### config.mk
export PLATFORM = sky130hd
export DESIGN_NAME = nfc_cmd_addr_gen_flat
export DESIGN_NICKNAME = d
export VERILOG_FILES = /design/src/rtl/nfc_cmd_addr_gen_if.sv /design/src/rtl/nfc_cmd_addr_gen.sv /design/src/flat_wrapper.sv
export SDC_FILE = /design/constraint.sdc
export NUM_CORES = 1
export LEC_CHECK = 0
export ABC_AREA = 1
export ABC_CLOCK_PERIOD_IN_PS = 2310
export CAP_MARGIN = 20
export CORE_UTILIZATION = 53
export CTS_BUF_LIST = sky130_fd_sc_hd__clkbuf_8 sky130_fd_sc_hd__clkbuf_16
export DETAILED_ROUTE_END_ITERATION = 7
export GPL_TIMING_DRIVEN = 0
export PLACE_DENSITY = 0.89
export SETUP_SLACK_MARGIN = 0.1
export SLEW_MARGIN = 20
export SYNTH_ARGS = -nofsm -noshare
export SYNTH_HDL_FRONTEND = slang
export SYNTH_SLANG_ARGS = --single-unit
### constraint.sdc
create_clock -name nfc_clk -period 2.31 [get_ports nfc_clk]
set_clock_uncertainty 0.05 [all_clocks]
set_input_delay 0.3465 -clock nfc_clk [delete_from_list [all_inputs] [get_ports nfc_clk]]
set_output_delay 0.3465 -clock nfc_clk [all_outputs]
set_load 0.01 [all_outputs]
### src/rtl/nfc_cmd_addr_gen_if.sv
// SFR/engine bus for the NFC command/address phase engine.
// The SFR block drives the command fields; the engine returns pad and status signals.
interface nfc_cmd_addr_gen_if;
    logic [7:0]  nf_cmd;
    logic        nf_cmd_valid;
    logic        nf_addr_en;
    logic [2:0]  nf_column_addr_cnt;
    logic [2:0]  nf_row_addr_cnt;
    logic [31:0] nf_column_addr;
    logic [31:0] nf_row_addr;
    logic [2:0]  nf_total_cycle;
    logic [3:0]  nf_high_cycle;

    logic        nf_cle_o;
    logic        nf_ale_o;
    logic        nf_web_o;
    logic [7:0]  nf_dq_o;
    logic        nf_dq_oe;
    logic        addr_clear;
    logic        cmd_done;
    logic        cmd_busy;
    logic        cmd_err;

    modport master (
        output nf_cmd,
        output nf_cmd_valid,
        output nf_addr_en,
        output nf_column_addr_cnt,
        output nf_row_addr_cnt,
        output nf_column_addr,
        output nf_row_addr,
        output nf_total_cycle,
        output nf_high_cycle,
        input  nf_cle_o,
        input  nf_ale_o,
        input  nf_web_o,
        input  nf_dq_o,
        input  nf_dq_oe,
        input  addr_clear,
        input  cmd_done,
        input  cmd_busy,
        input  cmd_err
    );

    modport slave (
        input  nf_cmd,
        input  nf_cmd_valid,
        input  nf_addr_en,
        input  nf_column_addr_cnt,
        input  nf_row_addr_cnt,
        input  nf_column_addr,
        input  nf_row_addr,
        input  nf_total_cycle,
        input  nf_high_cycle,
        output nf_cle_o,
        output nf_ale_o,
        output nf_web_o,
        output nf_dq_o,
        output nf_dq_oe,
        output addr_clear,
        output cmd_done,
        output cmd_busy,
        output cmd_err
    );
endinterface

### src/rtl/nfc_cmd_addr_gen.sv
// NAND command/address phase engine: sends one CLE byte, then optional ALE column/row bytes,
// each in a fixed-length WE# slot, followed by an idle guard window.
module nfc_cmd_addr_gen #(
    parameter int unsigned ADDR_BYTE_MAX = 4,
    parameter int unsigned GUARD_CYCLES  = 1
) (
    input logic               nfc_clk,
    input logic               rstb_nfc,
    nfc_cmd_addr_gen_if.slave bus
);

    localparam logic [2:0] StIdle  = 3'd0;
    localparam logic [2:0] StCmd   = 3'd1;
    localparam logic [2:0] StCol   = 3'd2;
    localparam logic [2:0] StRow   = 3'd3;
    localparam logic [2:0] StGuard = 3'd4;

    localparam logic [2:0] AddrMax   = 3'(ADDR_BYTE_MAX);
    localparam logic [3:0] GuardLast = 4'(GUARD_CYCLES - 1);

    logic [2:0] state_q, state_d;
    logic [3:0] cnt_q, cnt_d;
    logic [2:0] idx_q, idx_d;

    // Shadow copies of the SFR fields, frozen for the whole sequence.
    logic [7:0]  cmd_q;
    logic        addr_en_q;
    logic [2:0]  col_cnt_q;
    logic [2:0]  row_cnt_q;
    logic [31:0] col_q;
    logic [31:0] row_q;
    logic [3:0]  period_q;
    logic [3:0]  low_q;

    logic       cle_q, cle_d;
    logic       ale_q, ale_d;
    logic       web_q, web_d;
    logic [7:0] dq_q, dq_d;
    logic       oe_q, oe_d;
    logic       clr_q, clr_d;
    logic       done_q, done_d;
    logic       busy_q, busy_d;
    logic       err_q, err_d;

    logic       idle;
    logic       accept;
    logic       slot_end;
    logic [2:0] col_cnt_c;
    logic [2:0] row_cnt_c;
    logic [3:0] period_c;
    logic [3:0] high_c;
    logic [3:0] low_c;
    logic [7:0] col_byte;
    logic [7:0] row_byte;
    logic [2:0] after_cmd;
    logic [2:0] after_col;

    // The engine counts as idle only once the registered outputs have dropped busy too.
    assign idle     = (state_q == StIdle) && !busy_q;
    assign accept   = bus.nf_cmd_valid && idle;
    assign slot_end = (cnt_q == period_q - 4'd1);

    always_comb begin
        col_cnt_c = (bus.nf_column_addr_cnt > AddrMax) ? AddrMax : bus.nf_column_addr_cnt;
        row_cnt_c = (bus.nf_row_addr_cnt > AddrMax) ? AddrMax : bus.nf_row_addr_cnt;
        period_c  = {1'b0, bus.nf_total_cycle} + 4'd2;
        if (bus.nf_high_cycle == 4'd0) begin
            high_c = 4'd1;
        end else if (bus.nf_high_cycle > period_c - 4'd1) begin
            high_c = period_c - 4'd1;
        end else begin
            high_c = bus.nf_high_cycle;
        end
        low_c = period_c - high_c;
    end

    always_ff @(posedge nfc_clk or negedge rstb_nfc) begin
        if (!rstb_nfc) begin
            cmd_q     <= 8'h00;
            addr_en_q <= 1'b0;
            col_cnt_q <= 3'd0;
            row_cnt_q <= 3'd0;
            col_q     <= 32'h0;
            row_q     <= 32'h0;
            period_q  <= 4'd2;
            low_q     <= 4'd1;
        end else if (accept) begin
            cmd_q     <= bus.nf_cmd;
            addr_en_q <= bus.nf_addr_en;
            col_cnt_q <= col_cnt_c;
            row_cnt_q <= row_cnt_c;
            col_q     <= bus.nf_column_addr;
            row_q     <= bus.nf_row_addr;
            period_q  <= period_c;
            low_q     <= low_c;
        end
    end

    always_comb begin
        col_byte = 8'h00;
        row_byte = 8'h00;
        for (int b = 0; b < 4; b++) begin
            if (idx_q == 3'(b)) begin
                col_byte = col_q[8*b +: 8];
                row_byte = row_q[8*b +: 8];
            end
        end
    end

    always_comb begin
        if (!addr_en_q) begin
            after_cmd = StGuard;
        end else if (col_cnt_q != 3'd0) begin
            after_cmd = StCol;
        end else if (row_cnt_q != 3'd0) begin
            after_cmd = StRow;
        end else begin
            after_cmd = StGuard;
        end
        after_col = (row_cnt_q != 3'd0) ? StRow : StGuard;
    end

    always_comb begin
        state_d = state_q;
        cnt_d   = cnt_q;
        idx_d   = idx_q;
        case (state_q)
            StIdle: begin
                if (accept) begin
                    state_d = StCmd;
                    cnt_d   = 4'd0;
                    idx_d   = 3'd0;
                end
            end
            StCmd: begin
                if (slot_end) begin
                    state_d = after_cmd;
                    cnt_d   = 4'd0;
                end else begin
                    cnt_d = cnt_q + 4'd1;
                end
            end
            StCol: begin
                if (slot_end) begin
                    cnt_d = 4'd0;
                    if (idx_q == col_cnt_q - 3'd1) begin
                        state_d = after_col;
                        idx_d   = 3'd0;
                    end else begin
                        idx_d = idx_q + 3'd1;
                    end
                end else begin
                    cnt_d = cnt_q + 4'd1;
                end
            end
            StRow: begin
                if (slot_end) begin
                    cnt_d = 4'd0;
                    if (idx_q == row_cnt_q - 3'd1) begin
                        state_d = StGuard;
                        idx_d   = 3'd0;
                    end else begin
                        idx_d = idx_q + 3'd1;
                    end
                end else begin
                    cnt_d = cnt_q + 4'd1;
                end
            end
            StGuard: begin
                if (cnt_q == GuardLast) begin
                    state_d = StIdle;
                    cnt_d   = 4'd0;
                end else begin
                    cnt_d = cnt_q + 4'd1;
                end
            end
            default: begin
                state_d = StIdle;
                cnt_d   = 4'd0;
                idx_d   = 3'd0;
            end
        endcase
    end

    // Outputs are the registered decode of the current state, so pins lag state by one clock.
    always_comb begin
        cle_d  = 1'b0;
        ale_d  = 1'b0;
        web_d  = 1'b1;
        dq_d   = 8'h00;
        oe_d   = 1'b0;
        clr_d  = 1'b0;
        done_d = 1'b0;
        busy_d = 1'b0;
        err_d  = bus.nf_cmd_valid && !idle;
        case (state_q)
            StCmd: begin
                cle_d  = 1'b1;
                dq_d   = cmd_q;
                oe_d   = 1'b1;
                web_d  = (cnt_q >= low_q);
                busy_d = 1'b1;
            end
            StCol: begin
                ale_d  = 1'b1;
                dq_d   = col_byte;
                oe_d   = 1'b1;
                web_d  = (cnt_q >= low_q);
                busy_d = 1'b1;
            end
            StRow: begin
                ale_d  = 1'b1;
                dq_d   = row_byte;
                oe_d   = 1'b1;
                web_d  = (cnt_q >= low_q);
                busy_d = 1'b1;
            end
            StGuard: begin
                busy_d = 1'b1;
                done_d = (cnt_q == 4'd0);
                clr_d  = (cnt_q == 4'd0) && addr_en_q;
            end
            default: begin
                busy_d = 1'b0;
            end
        endcase
    end

    always_ff @(posedge nfc_clk or negedge rstb_nfc) begin
        if (!rstb_nfc) begin
            state_q <= StIdle;
            cnt_q   <= 4'd0;
            idx_q   <= 3'd0;
            cle_q   <= 1'b0;
            ale_q   <= 1'b0;
            web_q   <= 1'b1;
            dq_q    <= 8'h00;
            oe_q    <= 1'b0;
            clr_q   <= 1'b0;
            done_q  <= 1'b0;
            busy_q  <= 1'b0;
            err_q   <= 1'b0;
        end else begin
            state_q <= state_d;
            cnt_q   <= cnt_d;
            idx_q   <= idx_d;
            cle_q   <= cle_d;
            ale_q   <= ale_d;
            web_q   <= web_d;
            dq_q    <= dq_d;
            oe_q    <= oe_d;
            clr_q   <= clr_d;
            done_q  <= done_d;
            busy_q  <= busy_d;
            err_q   <= err_d;
        end
    end

    assign bus.nf_cle_o   = cle_q;
    assign bus.nf_ale_o   = ale_q;
    assign bus.nf_web_o   = web_q;
    assign bus.nf_dq_o    = dq_q;
    assign bus.nf_dq_oe   = oe_q;
    assign bus.addr_clear = clr_q;
    assign bus.cmd_done   = done_q;
    assign bus.cmd_busy   = busy_q;
    assign bus.cmd_err    = err_q;

endmodule

### src/flat_wrapper.sv
// flat-port wrapper written by rule: the top's interface ports become plain ports
module nfc_cmd_addr_gen_flat 
#(
    parameter int unsigned ADDR_BYTE_MAX = 4,
    parameter int unsigned GUARD_CYCLES  = 1
)
  (nfc_clk, rstb_nfc, bus_nf_cmd, bus_nf_cmd_valid, bus_nf_addr_en, bus_nf_column_addr_cnt, bus_nf_row_addr_cnt, bus_nf_column_addr, bus_nf_row_addr, bus_nf_total_cycle, bus_nf_high_cycle, bus_nf_cle_o, bus_nf_ale_o, bus_nf_web_o, bus_nf_dq_o, bus_nf_dq_oe, bus_addr_clear, bus_cmd_done, bus_cmd_busy, bus_cmd_err);
  nfc_cmd_addr_gen_if bus_i ();
  input logic nfc_clk;
  input logic rstb_nfc;
  input wire logic [$bits(bus_i.nf_cmd)-1:0] bus_nf_cmd;
  input wire logic [$bits(bus_i.nf_cmd_valid)-1:0] bus_nf_cmd_valid;
  input wire logic [$bits(bus_i.nf_addr_en)-1:0] bus_nf_addr_en;
  input wire logic [$bits(bus_i.nf_column_addr_cnt)-1:0] bus_nf_column_addr_cnt;
  input wire logic [$bits(bus_i.nf_row_addr_cnt)-1:0] bus_nf_row_addr_cnt;
  input wire logic [$bits(bus_i.nf_column_addr)-1:0] bus_nf_column_addr;
  input wire logic [$bits(bus_i.nf_row_addr)-1:0] bus_nf_row_addr;
  input wire logic [$bits(bus_i.nf_total_cycle)-1:0] bus_nf_total_cycle;
  input wire logic [$bits(bus_i.nf_high_cycle)-1:0] bus_nf_high_cycle;
  output wire logic [$bits(bus_i.nf_cle_o)-1:0] bus_nf_cle_o;
  output wire logic [$bits(bus_i.nf_ale_o)-1:0] bus_nf_ale_o;
  output wire logic [$bits(bus_i.nf_web_o)-1:0] bus_nf_web_o;
  output wire logic [$bits(bus_i.nf_dq_o)-1:0] bus_nf_dq_o;
  output wire logic [$bits(bus_i.nf_dq_oe)-1:0] bus_nf_dq_oe;
  output wire logic [$bits(bus_i.addr_clear)-1:0] bus_addr_clear;
  output wire logic [$bits(bus_i.cmd_done)-1:0] bus_cmd_done;
  output wire logic [$bits(bus_i.cmd_busy)-1:0] bus_cmd_busy;
  output wire logic [$bits(bus_i.cmd_err)-1:0] bus_cmd_err;
  assign bus_i.nf_cmd = bus_nf_cmd;
  assign bus_i.nf_cmd_valid = bus_nf_cmd_valid;
  assign bus_i.nf_addr_en = bus_nf_addr_en;
  assign bus_i.nf_column_addr_cnt = bus_nf_column_addr_cnt;
  assign bus_i.nf_row_addr_cnt = bus_nf_row_addr_cnt;
  assign bus_i.nf_column_addr = bus_nf_column_addr;
  assign bus_i.nf_row_addr = bus_nf_row_addr;
  assign bus_i.nf_total_cycle = bus_nf_total_cycle;
  assign bus_i.nf_high_cycle = bus_nf_high_cycle;
  assign bus_nf_cle_o = bus_i.nf_cle_o;
  assign bus_nf_ale_o = bus_i.nf_ale_o;
  assign bus_nf_web_o = bus_i.nf_web_o;
  assign bus_nf_dq_o = bus_i.nf_dq_o;
  assign bus_nf_dq_oe = bus_i.nf_dq_oe;
  assign bus_addr_clear = bus_i.addr_clear;
  assign bus_cmd_done = bus_i.cmd_done;
  assign bus_cmd_busy = bus_i.cmd_busy;
  assign bus_cmd_err = bus_i.cmd_err;
  nfc_cmd_addr_gen #(.ADDR_BYTE_MAX(ADDR_BYTE_MAX), .GUARD_CYCLES(GUARD_CYCLES)) u_core (.nfc_clk(nfc_clk), .rstb_nfc(rstb_nfc), .bus(bus_i));
endmodule
* Word level (Yosys, flattened, before mapping)
Index checks and enable logic that the tools add are counted.
** Word-level totals
- Bits in registers :: 113
- Latch bits :: 0
- RAM bits :: 0
- Bits in read-only memories :: 0
- Input bits :: 89
- Memories kept :: 0
** Operators by class
- $add $sub $neg :: 8
- Multipliers :: 0
- Divide/modulo/power cells :: 0
- Magnitude comparators :: 4
- Eq/ne operators :: 17
- Shift operators :: 0
- Mux-type cells :: 41
- Bitwise gates (word level) :: 1
- Reduce and logical (&&, ||, !) cells :: 18
** Operator list (number)
- 2-to-1 mux 8 bit :: 8
- 2-to-1 mux 3 bit :: 17
- case mux 8 bit (3 select lines) :: 1
- 2-to-1 mux 4 bit :: 5
- case mux 3 bit (5 select lines) :: 1
- inequality test 2 x 1 -> 1 bit (second input constant) :: 7
- == test 3 x 2 -> 1 bit (second input constant) :: 4
- case mux 3 bit (4 select lines) :: 1
- case mux 4 bit (3 select lines) :: 1
- logical NOT 4 bit :: 2
- subtractor 4 x 1 -> 4 bit (second input constant) :: 2
- 2-to-1 mux 1 bit :: 7
- AND reduction 7 bit :: 1
- == test 3 x 1 -> 1 bit (second input constant) :: 2
- == test 3 bit :: 2
- greater-than comparator 3 bit (second input constant) :: 2
- logical NOT 3 bit :: 2
- nonzero test 3 bit :: 2
- subtractor 3 x 1 -> 3 bit (second input constant) :: 2
- adder 3 x 2 -> 4 bit (second input constant) :: 1
- adder 4 x 1 -> 4 bit (second input constant) :: 1
- == test 4 bit :: 1
- >= comparator 4 bit :: 1
- greater-than comparator 4 bit :: 1
- 10 further kinds :: 15

* Depth between registers and ports, before layout
Gate-level depths: netlist (run 1).
- Word-level depth :: 6
- Depth in mapped cells :: 19
- Gate-level depth less buffers :: 19

* Worst setup path after synthesis (run 1)
OpenSTA, ideal clock, no wires.
- Path kind :: input -> register
- From :: in bus_nf_total_cycle[1]
- To :: reg u_core.low_q[3]
- Library setup time :: 0.117 ns
- Data arrival time :: 2.701 ns
- Slack :: -0.559 ns
- Stages on the path :: 17
- Path buffers :: 0
- Cell sequence :: ha_1 > xnor2_1 > ha_1 > nand2_1 > o21ai_0 > nand2_1 > inv_1 > nand2_1 > o211ai_1 > ha_1 > a21oi_1 > nand2_1 > or2_2 > nand2_1 > nand4_1 > nand3_1 > nand2_1
** Between the ends
- Word-level cells in the longest chain between the ends :: 6
** Ends and longest elaborated chain
- from (decl) :: line flat_wrapper.sv:18 : input wire logic [$bits(bus_i.nf_total_cycle)-1:0] bus_nf_total_cycle;
- adder 3 x 2 -> 4 bit * :: line nfc_cmd_addr_gen.sv:66 : period_c = {1'b0, bus.nf_total_cycle} + 4'd2;
- subtractor 4 x 1 -> 4 bit :: line nfc_cmd_addr_gen.sv:69, nfc_cmd_addr_gen.sv:70
- greater-than comparator 4 bit :: line nfc_cmd_addr_gen.sv:69 : end else if (bus.nf_high_cycle > period_c - 4'd1) begin
- 2-to-1 mux 4 bit :: line nfc_cmd_addr_gen.sv:69
- 2-to-1 mux 4 bit :: line nfc_cmd_addr_gen.sv:67 : if (bus.nf_high_cycle == 4'd0) begin
- subtractor 4 bit * :: line nfc_cmd_addr_gen.sv:74 : low_c = period_c - high_c;
- to (signal assigned) :: line nfc_cmd_addr_gen.sv:95 : low_q <= low_c;
- to (decl) :: line nfc_cmd_addr_gen.sv:33 : logic [3:0] low_q;
Mark *: on every way between the ends. The rest lies on a longest branch, timed or not.
A chain may end at the register's enable or synchronous reset.

* Worst setup path in the final report (run 1)
- From :: in bus_nf_total_cycle[2]
- To :: reg u_core.low_q[3]
** Between the ends
- Word-level cells in the longest chain between the ends :: 6
** Ends and longest elaborated chain
- adder 3 x 2 -> 4 bit * :: line nfc_cmd_addr_gen.sv:66
- net u_core.period_c[2] :: line nfc_cmd_addr_gen.sv:50 : logic [3:0] period_c;
- subtractor 4 x 1 -> 4 bit :: line nfc_cmd_addr_gen.sv:69, nfc_cmd_addr_gen.sv:70
- greater-than comparator 4 bit :: line nfc_cmd_addr_gen.sv:69
- 2-to-1 mux 4 bit :: line nfc_cmd_addr_gen.sv:69
- 2-to-1 mux 4 bit :: line nfc_cmd_addr_gen.sv:67
- subtractor 4 bit * :: line nfc_cmd_addr_gen.sv:74
Mark *: on every way through the listed nets, which the timed path passes. The rest lies on a longest branch.

==> out/metrics.yaml, run 1 <==
outcome:
  outcome: "finished with violations"
  failed_checks: "setup timing"
floorplanning:
  rows: 38
  io_pins: 105
  fp.dieW_microns: 107
  die_h_microns: 107
  core-area_sq_mm: 0.0108
  initial_utilization_pct: 54.3
  die_area_sq_mm: 0.0115
worst_hold_path:
  holdCritStartpoint: "bus_nf_total_cycle[2]"
  timing.hold.worst_path_depth: 4
  min_to: "u_core.period_q[3]$_DFFE_PN0P_"
  hp-class: "in2reg"
grt:
  grt_usage_pct: 31.2
  overflow: 0
  grt_antenna_before_repair: 0
  grt_first_pass_wirelength_mm: 26.8
  grt_start_max_net_pins: 60
  grt_pass1_vias: 5483
synth:
  synth.cell_area_sq_mm: 0.00586
  synth-warning-count: 0
  ys_dominant_reg_cell: "dfrtp_1"
  synth_nets: 827
  synth_edf_count: 0
  netlist_instances: 711
  synth_cell_types: 36
  synth_area_per_cell_sq_um: 8.24
  async_reset_ff_share_pct: 100
  ys_seq_area_share_pct: 48.3
  ys_ff_latch: 113
clocking:
  h-tree-depth: 4
  cts.path.max_buffers: 2
  clkSinkCount: 113
  cts_tree: "done"
  clk_transition_reported_paths_ns: 0.06
  cts-root-buf: "clkbuf_8"
  worstSkewPairLatency_ns: 0.54
  numCtsBuffers: 17
routing:
  drt_first_iter_violations: 527
  routed_wl_mm: 17.2
  drc: 0
  antenna_left: 0
  vias: 5669
  wl_per_cell_microns: 17.3
  viasPerCell: 5.68
  firstDrtPassIters: 6
worst_setup_path:
  path_class: "in2reg"
  reg2reg_slack_ns: 0.19
  worstPathArrival_ns: 2.80
  cp_data_required_time_ns: 2.68
  cp_max_fo: 4
  r2r_start: "u_core.idx_q[1]$_DFFE_PN0P_"
  r2r-end: "u_core.bus.nf_dq_o[1]$_DFF_PN0_"
  end_kind: "flip-flop"
  cp-start-kind: "primary input"
  ff2ff_path_depth: 10
sta:
  fin_ws_ns: -0.119
  tightest_slew_ns: 0.653
  min_period_over_period_pct: 105
  hold_viol_final: 0
  fmax_mhz: 412
  rsz0062_at_grt: "true"
  setup_viol: 1
  relSlewSlack_pct: 56.4
  holdWs_ns: 0.135
  period_minus_slack_ns: 2.43
  slew_viol_final: 0
placement:
  port_buffers: 104
  gp_congestion: 0.880
  dp_hpwl_mm: 10.7
layout:
  fill_cells: 666
  nets: 961
  drive_above_1_share_pct: 14.1
  utilization_pct: 74.3
  area_delta_synth_final_pct: 36.9
  insertedDiodeCount: 0
power:
  p_leak_uw: 0.00393
  power.density_mw_per_mm2: 1320
  ir_drop_mv: 0.560
run:
  maxCapViolCount: 0
==> critical path, cell delays in order <==
cell      delay [ns]
buf_8           0.10
ha_4            0.26
xnor2_4         0.16
ha_4            0.29
nand4_1         0.13
nand2_2         0.13
inv_2           0.06
nand2_1         0.08
o211ai_1        0.10
ha_1            0.36
a21oi_2         0.15
nand2_1         0.07
or2_4           0.25
nand2_2         0.08
nand4_1         0.07
nand3_1         0.08
nand2_1         0.07
==> layout by cell type, fill, tap and decap left out, drive strengths merged, types with 17 or more instances in the layout <==
| cell | n |
|---|---|
| inv | 103 |
| ha | 26 |
| clkdlybuf4s50 | 96 |
| buf | 32 |
| nand2 | 239 |
| clkbuf | 27 |
| o21ai | 71 |
| dfrtp | 110 |
| a21oi | 18 |
| nor2 | 17 |
| nand3 | 44 |
==> per-layer routing <==
metal | vias up | wire [microns] | GRT usage [%]
li1 | 2540 | - | -
met5 | - | 0 | 0
met4 | 0 | 688 | 16.4
met3 | 78 | 1540 | 7.48
met1 | 2680 | 6730 | 38.6
met2 | 371 | 8290 | 50.7
==> area by class of cell <==
class	count	area (sq um)	area share [%]
multi-input combinational	471	2630	32.8
inverter	98	368	4.59
tap	140	175	2.18
clock inverter	15	230	2.87
timing repair buffer	115	1170	14.6
clock buffer	17	414	5.16
buffer	29	200	2.50
sequential	113	2830	35.3
==> sequential cells by signal (all words and copies together) (netlist names), 3 cells and up <==
signal / flops
u_core.col_q: 32
u_core.period_q: 4
u_core.idx_q: 3
u_core.row_cnt_q: 3
u_core.state_q: 3
u_core.low_q: 4
u_core.row_q: 32
u_core.col_cnt_q: 3
u_core.cmd_q: 8
u_core.bus.nf_dq_o: 8
u_core.cnt_q: 4
==> cell families after synthesis <==
family	count (synthesis)	share of synthesized area [%]
buffers and inverters	127	9.61
XOR/XNOR	9	1.35
AO/OA/AOI/OAI	123	12.2
adder cells (fa/ha/maj)	27	5.89
flip-flops	113	48.3
AND/OR/NAND/NOR	312	22.7
==> Yosys cell counts (2+ instances only) <==
library cell / instances / area share, %
nand2_1: 233 / 15
dfrtp_1: 110 / 47
inv_1: 92 / 5.9
o21ai_0: 64 / 5.5
nand3_1: 41 / 3.5
ha_1: 26 / 5.6
a21oi_1: 17 / 1.5
nor2_1: 12 / 0.77
o22ai_1: 11 / 1.2
buf_2: 9 / 0.77
a22oi_1: 8 / 1.0
buf_6: 8 / 1.5
clkbuf_1: 8 / 0.51
o221ai_1: 8 / 1.2
o21ai_1: 7 / 0.60
inv_2: 6 / 0.38
nand2_2: 6 / 0.64
xor2_1: 5 / 0.75
buf_4: 4 / 0.51
nand4_1: 4 / 0.43
nor2_4: 4 / 0.77
xnor2_1: 4 / 0.60
dfstp_2: 3 / 1.3
nand3_2: 3 / 0.51
o211ai_1: 3 / 0.38
a21boi_0: 2 / 0.26
nor3_1: 2 / 0.17
nor3_2: 2 / 0.34
or2_2: 2 / 0.21
==> timing repair <==
action | 4_1_cts | 5_1_grt
endpoints found under the hold margin | 55 | 0
pin swaps | 13 | 18
hold buffers | 2 | 0
gates resized for setup | 31 | 24
buffers inserted | 5 | 3
setup endpoints to repair | 5 | 11
==> per-stage QoR <==
stage	cell area [sq um]	setup slack, ns	TNS (ns)	power (uW)	std cells
floorplan	5900	-0.324	-0.579	5980	711
global placement	7120	-3.30	-371.51	7060	955
detailed placement	7150	-1.32	-4.10	7240	956
CTS	7920	0.0162	0	10400	995
global route	8020	-0.197	-0.197	11200	998
finish	8020	-0.119	-0.119	10600	998
==> where the power goes <==
part | total (uW) | leakage (uW) | internal [uW] | switching (uW)
combinational | 4370 | 0.00221 | 1660 | 2710
clock | 2870 | 0.000311 | 1870 | 995
sequential | 3330 | 0.00141 | 2880 | 453
==> how the worst max path moves through the flow <==
stage,startpoint,to,slack (ns),cells past startpoint
after global routing,bus_nf_total_cycle[2],u_core.low_q[3]$_DFFE_PN0P_,-0.20,17
after CTS,bus_nf_total_cycle[1],u_core.low_q[3]$_DFFE_PN0P_,0.02,18
final,bus_nf_total_cycle[2],u_core.low_q[3]$_DFFE_PN0P_,-0.12,17
after detailed placement,bus_nf_total_cycle[1],u_core.low_q[3]$_DFFE_PN0P_,-1.32,17
after floorplan,bus_nf_total_cycle[2],u_core.low_q[3]$_DFFE_PN0P_,-0.32,16
after global placement,rstb_nfc,u_core.bus.nf_cle_o$_DFF_PN0_,-3.30,1
Power figures use the tool's default switching activity.
==> inputs of run 2 (changes only) <==
--- a/config.mk
+++ b/config.mk
@@ -8,11 +8,12 @@
 export ABC_AREA = 1
 export ABC_CLOCK_PERIOD_IN_PS = 2310
 export CAP_MARGIN = 20
-export CORE_UTILIZATION = 53
+export CORE_UTILIZATION = 25
 export CTS_BUF_LIST = sky130_fd_sc_hd__clkbuf_8 sky130_fd_sc_hd__clkbuf_16
+export CTS_CLUSTER_DIAMETER = 120
 export DETAILED_ROUTE_END_ITERATION = 7
 export GPL_TIMING_DRIVEN = 0
-export PLACE_DENSITY = 0.89
+export PLACE_DENSITY = 0.53
 export SETUP_SLACK_MARGIN = 0.1
 export SLEW_MARGIN = 20
 export SYNTH_ARGS = -nofsm -noshare
==> out/metrics.yaml, run 2 (synthesized netlist as in run 1, its figures left out) <==
power:
  pwr-share-comb_pct: 40.6
  swShare_pct: 37.3
  pwr-share-clk_pct: 26.7
  switchingPower_uw: 3730
  ir_drop_mv: 0.523
  power.density_mw_per_mm2: 1240
  power_uw: 9990
  p_leak_uw: 0.00389
  power_frac_seq_pct: 32.7
  internal-power_uw: 6260
clocking:
  numCtsBuffers: 17
  cts_tree: "done"
  clkSinkCount: 113
  worstSkewPairLatency_ns: 0.42
  h-tree-depth: 4
  cts.path.max_buffers: 2
  cts-root-buf: "clkbuf_16"
  clk_transition_reported_paths_ns: 0.05
worst_setup_path:
  ff2ff_path_depth: 9
  worstPathArrival_ns: 2.66
  worstSetupEndpoint: "u_core.low_q[3]$_DFFE_PN0P_"
  end_kind: "flip-flop"
  r2r-end: "u_core.bus.nf_dq_o[5]$_DFF_PN0_"
  reg2reg_slack_ns: 0.29
  startpoint: "bus_nf_total_cycle[1]"
  r2r_start: "u_core.idx_q[0]$_DFFE_PN0P_"
  cp_max_fo: 5
  cp-start-kind: "primary input"
  path_class: "in2reg"
  cp_data_required_time_ns: 2.57
outcome:
  outcome: "finished with violations"
  failed_checks: "setup timing"
floorplanning:
  initial_utilization_pct: 25.7
  die_h_microns: 155
  io_pins: 105
  die_area_sq_mm: 0.0240
  rows: 55
  fp.dieW_microns: 155
  core-area_sq_mm: 0.0228
placement:
  placed_area_sq_mm: 0.00736
  port_buffers: 104
  dp_hpwl_mm: 12.5
  gp_congestion: 0.830
layout:
  regArea_sq_mm: 0.00283
  insertedDiodeCount: 0
  fill_cells: 2380
  top_regs: "u_core.col_q (32), u_core.row_q (32)"
  layout_commonest_cell: "nand2_1"
  mostFrequentLayoutCells: "231 x nand2_1, 108 x dfrtp_1, 97 x clkdlybuf4s50_1"
  final_area_sq_mm: 0.00809
  multiInputGateArea_sq_mm: 0.00256
  drive_above_1_share_pct: 13.0
  area_delta_synth_final_pct: 38.1
  nets: 958
routing:
  antenna_left: 0
  firstDrtPassIters: 4
  routed_wl_mm: 16.6
  wl_per_cell_microns: 14.2
  viasPerCell: 4.23
  drt_first_iter_violations: 213
  vias: 4946
  drc: 0
grt:
  overflow: 0
  grt_pass1_vias: 5049
  grt_antenna_before_repair: 1
  grt_start_max_net_pins: 63
  grt_usage_pct: 14.7
  grt_first_pass_wirelength_mm: 26.6
sta:
  relSlewSlack_pct: 57.6
  rsz0062_at_grt: "true"
  fin_ws_ns: -0.0916
  min_period_over_period_pct: 104
  setup_viol: 3
  tightest_slew_ns: 0.637
  period_minus_slack_ns: 2.40
  hold_viol_final: 0
  fmax_mhz: 416
  slew_viol_final: 0
worst_hold_path:
  hp-class: "in2reg"
run:
  maxCapViolCount: 0
-- run 2: what timing repair did --
| item | in CTS | in global routing |
|---|---|---|
| endpoints found under the hold margin | 51 | 0 |
| pin swaps | 15 | 11 |
| buffers inserted | 5 | 1 |
| setup endpoints to repair | 4 | 11 |
| hold buffers | 1 | 0 |
| resized for setup | 26 | 13 |
-- run 2: metrics by stage --
step	cells	utilization (%)	hold WS, ns	setup TNS, ns	setup WS, ns
2_1_floorplan	711	-	0.000909	-0.579	-0.324
3_3_place_gp	1128	32.2	0.409	-430.67	-3.82
3_5_place_dp	1129	32.3	0.284	-4.22	-1.35
4_1_cts	1167	35.4	0.0668	-0.165	-0.105
5_1_grt	1168	35.5	0.0701	-0.571	-0.255
6_report	1168	35.5	0.0771	-0.225	-0.0916
-- run 2: how the worst min path moves through the flow --
stage                                       from                             end  slack (ns)  depth (start not counted)
finish                     bus_nf_total_cycle[1]  u_core.period_q[1]$_DFFE_PN1P_        0.08                          2
global route               bus_nf_total_cycle[1]  u_core.period_q[1]$_DFFE_PN1P_        0.07                          2
CTS                        bus_nf_total_cycle[1]  u_core.period_q[1]$_DFFE_PN1P_        0.07                          2
detailed placement                      rstb_nfc     u_core.cmd_q[1]$_DFFE_PN0P_        0.28                          1
global placement    u_core.col_q[22]$_DFFE_PN0P_    u_core.col_q[22]$_DFFE_PN0P_        0.41                          2
floorplan                               rstb_nfc    u_core.addr_en_q$_DFFE_PN0P_      0.0009                          0
-- run 2: power groups by stage --
stage	sequential [uW]	clock [uW]	combinational, uW
floorplan	3230	0	2740
global placement	3290	0	3970
detailed placement	3300	0	4020
finish	3270	2670	4050
CTS	3270	2720	4080
global route	3370	2820	4620
-- run 2: final cells by class --
class                           instances  share of cell area, %
Sequential cell                       113                   35.0
Multi-Input combinational cell        471                   31.7
Timing Repair Buffer                  112                   13.9
Clock buffer                           20                   5.77
Tap cell                              313                   4.84
Inverter                               98                   4.55
Buffer                                 29                   2.46
Clock inverter                         12                   1.75
-- run 2: routing by layer --
| layer | global-route usage, % | up-vias | wire length (microns) | part of all wire [%] |
|---|---|---|---|---|
| met3 | 3.87 | 18 | 884 | 5.3 |
| li1 | - | 2533 | - | - |
| met4 | 5.52 | 2 | 238 | 1.4 |
| met1 | 18.7 | 2297 | 7800 | 47 |
| met5 | 0 | - | 13 | 0.078 |
| met2 | 23.8 | 96 | 7700 | 46 |
-- run 2: critical path, stage by stage --
cell	delay (ns)
buf_12	0.12
ha_4	0.24
xnor2_2	0.14
ha_1	0.30
nand2_1	0.06
o21ai_2	0.14
nand2_2	0.09
buf_4	0.14
o211ai_1	0.19
ha_2	0.20
inv_2	0.04
nand3_1	0.07
nand2_1	0.07
or2_4	0.23
nand2_4	0.05
nand4_1	0.07
nand3_1	0.08
nand2_1	0.05
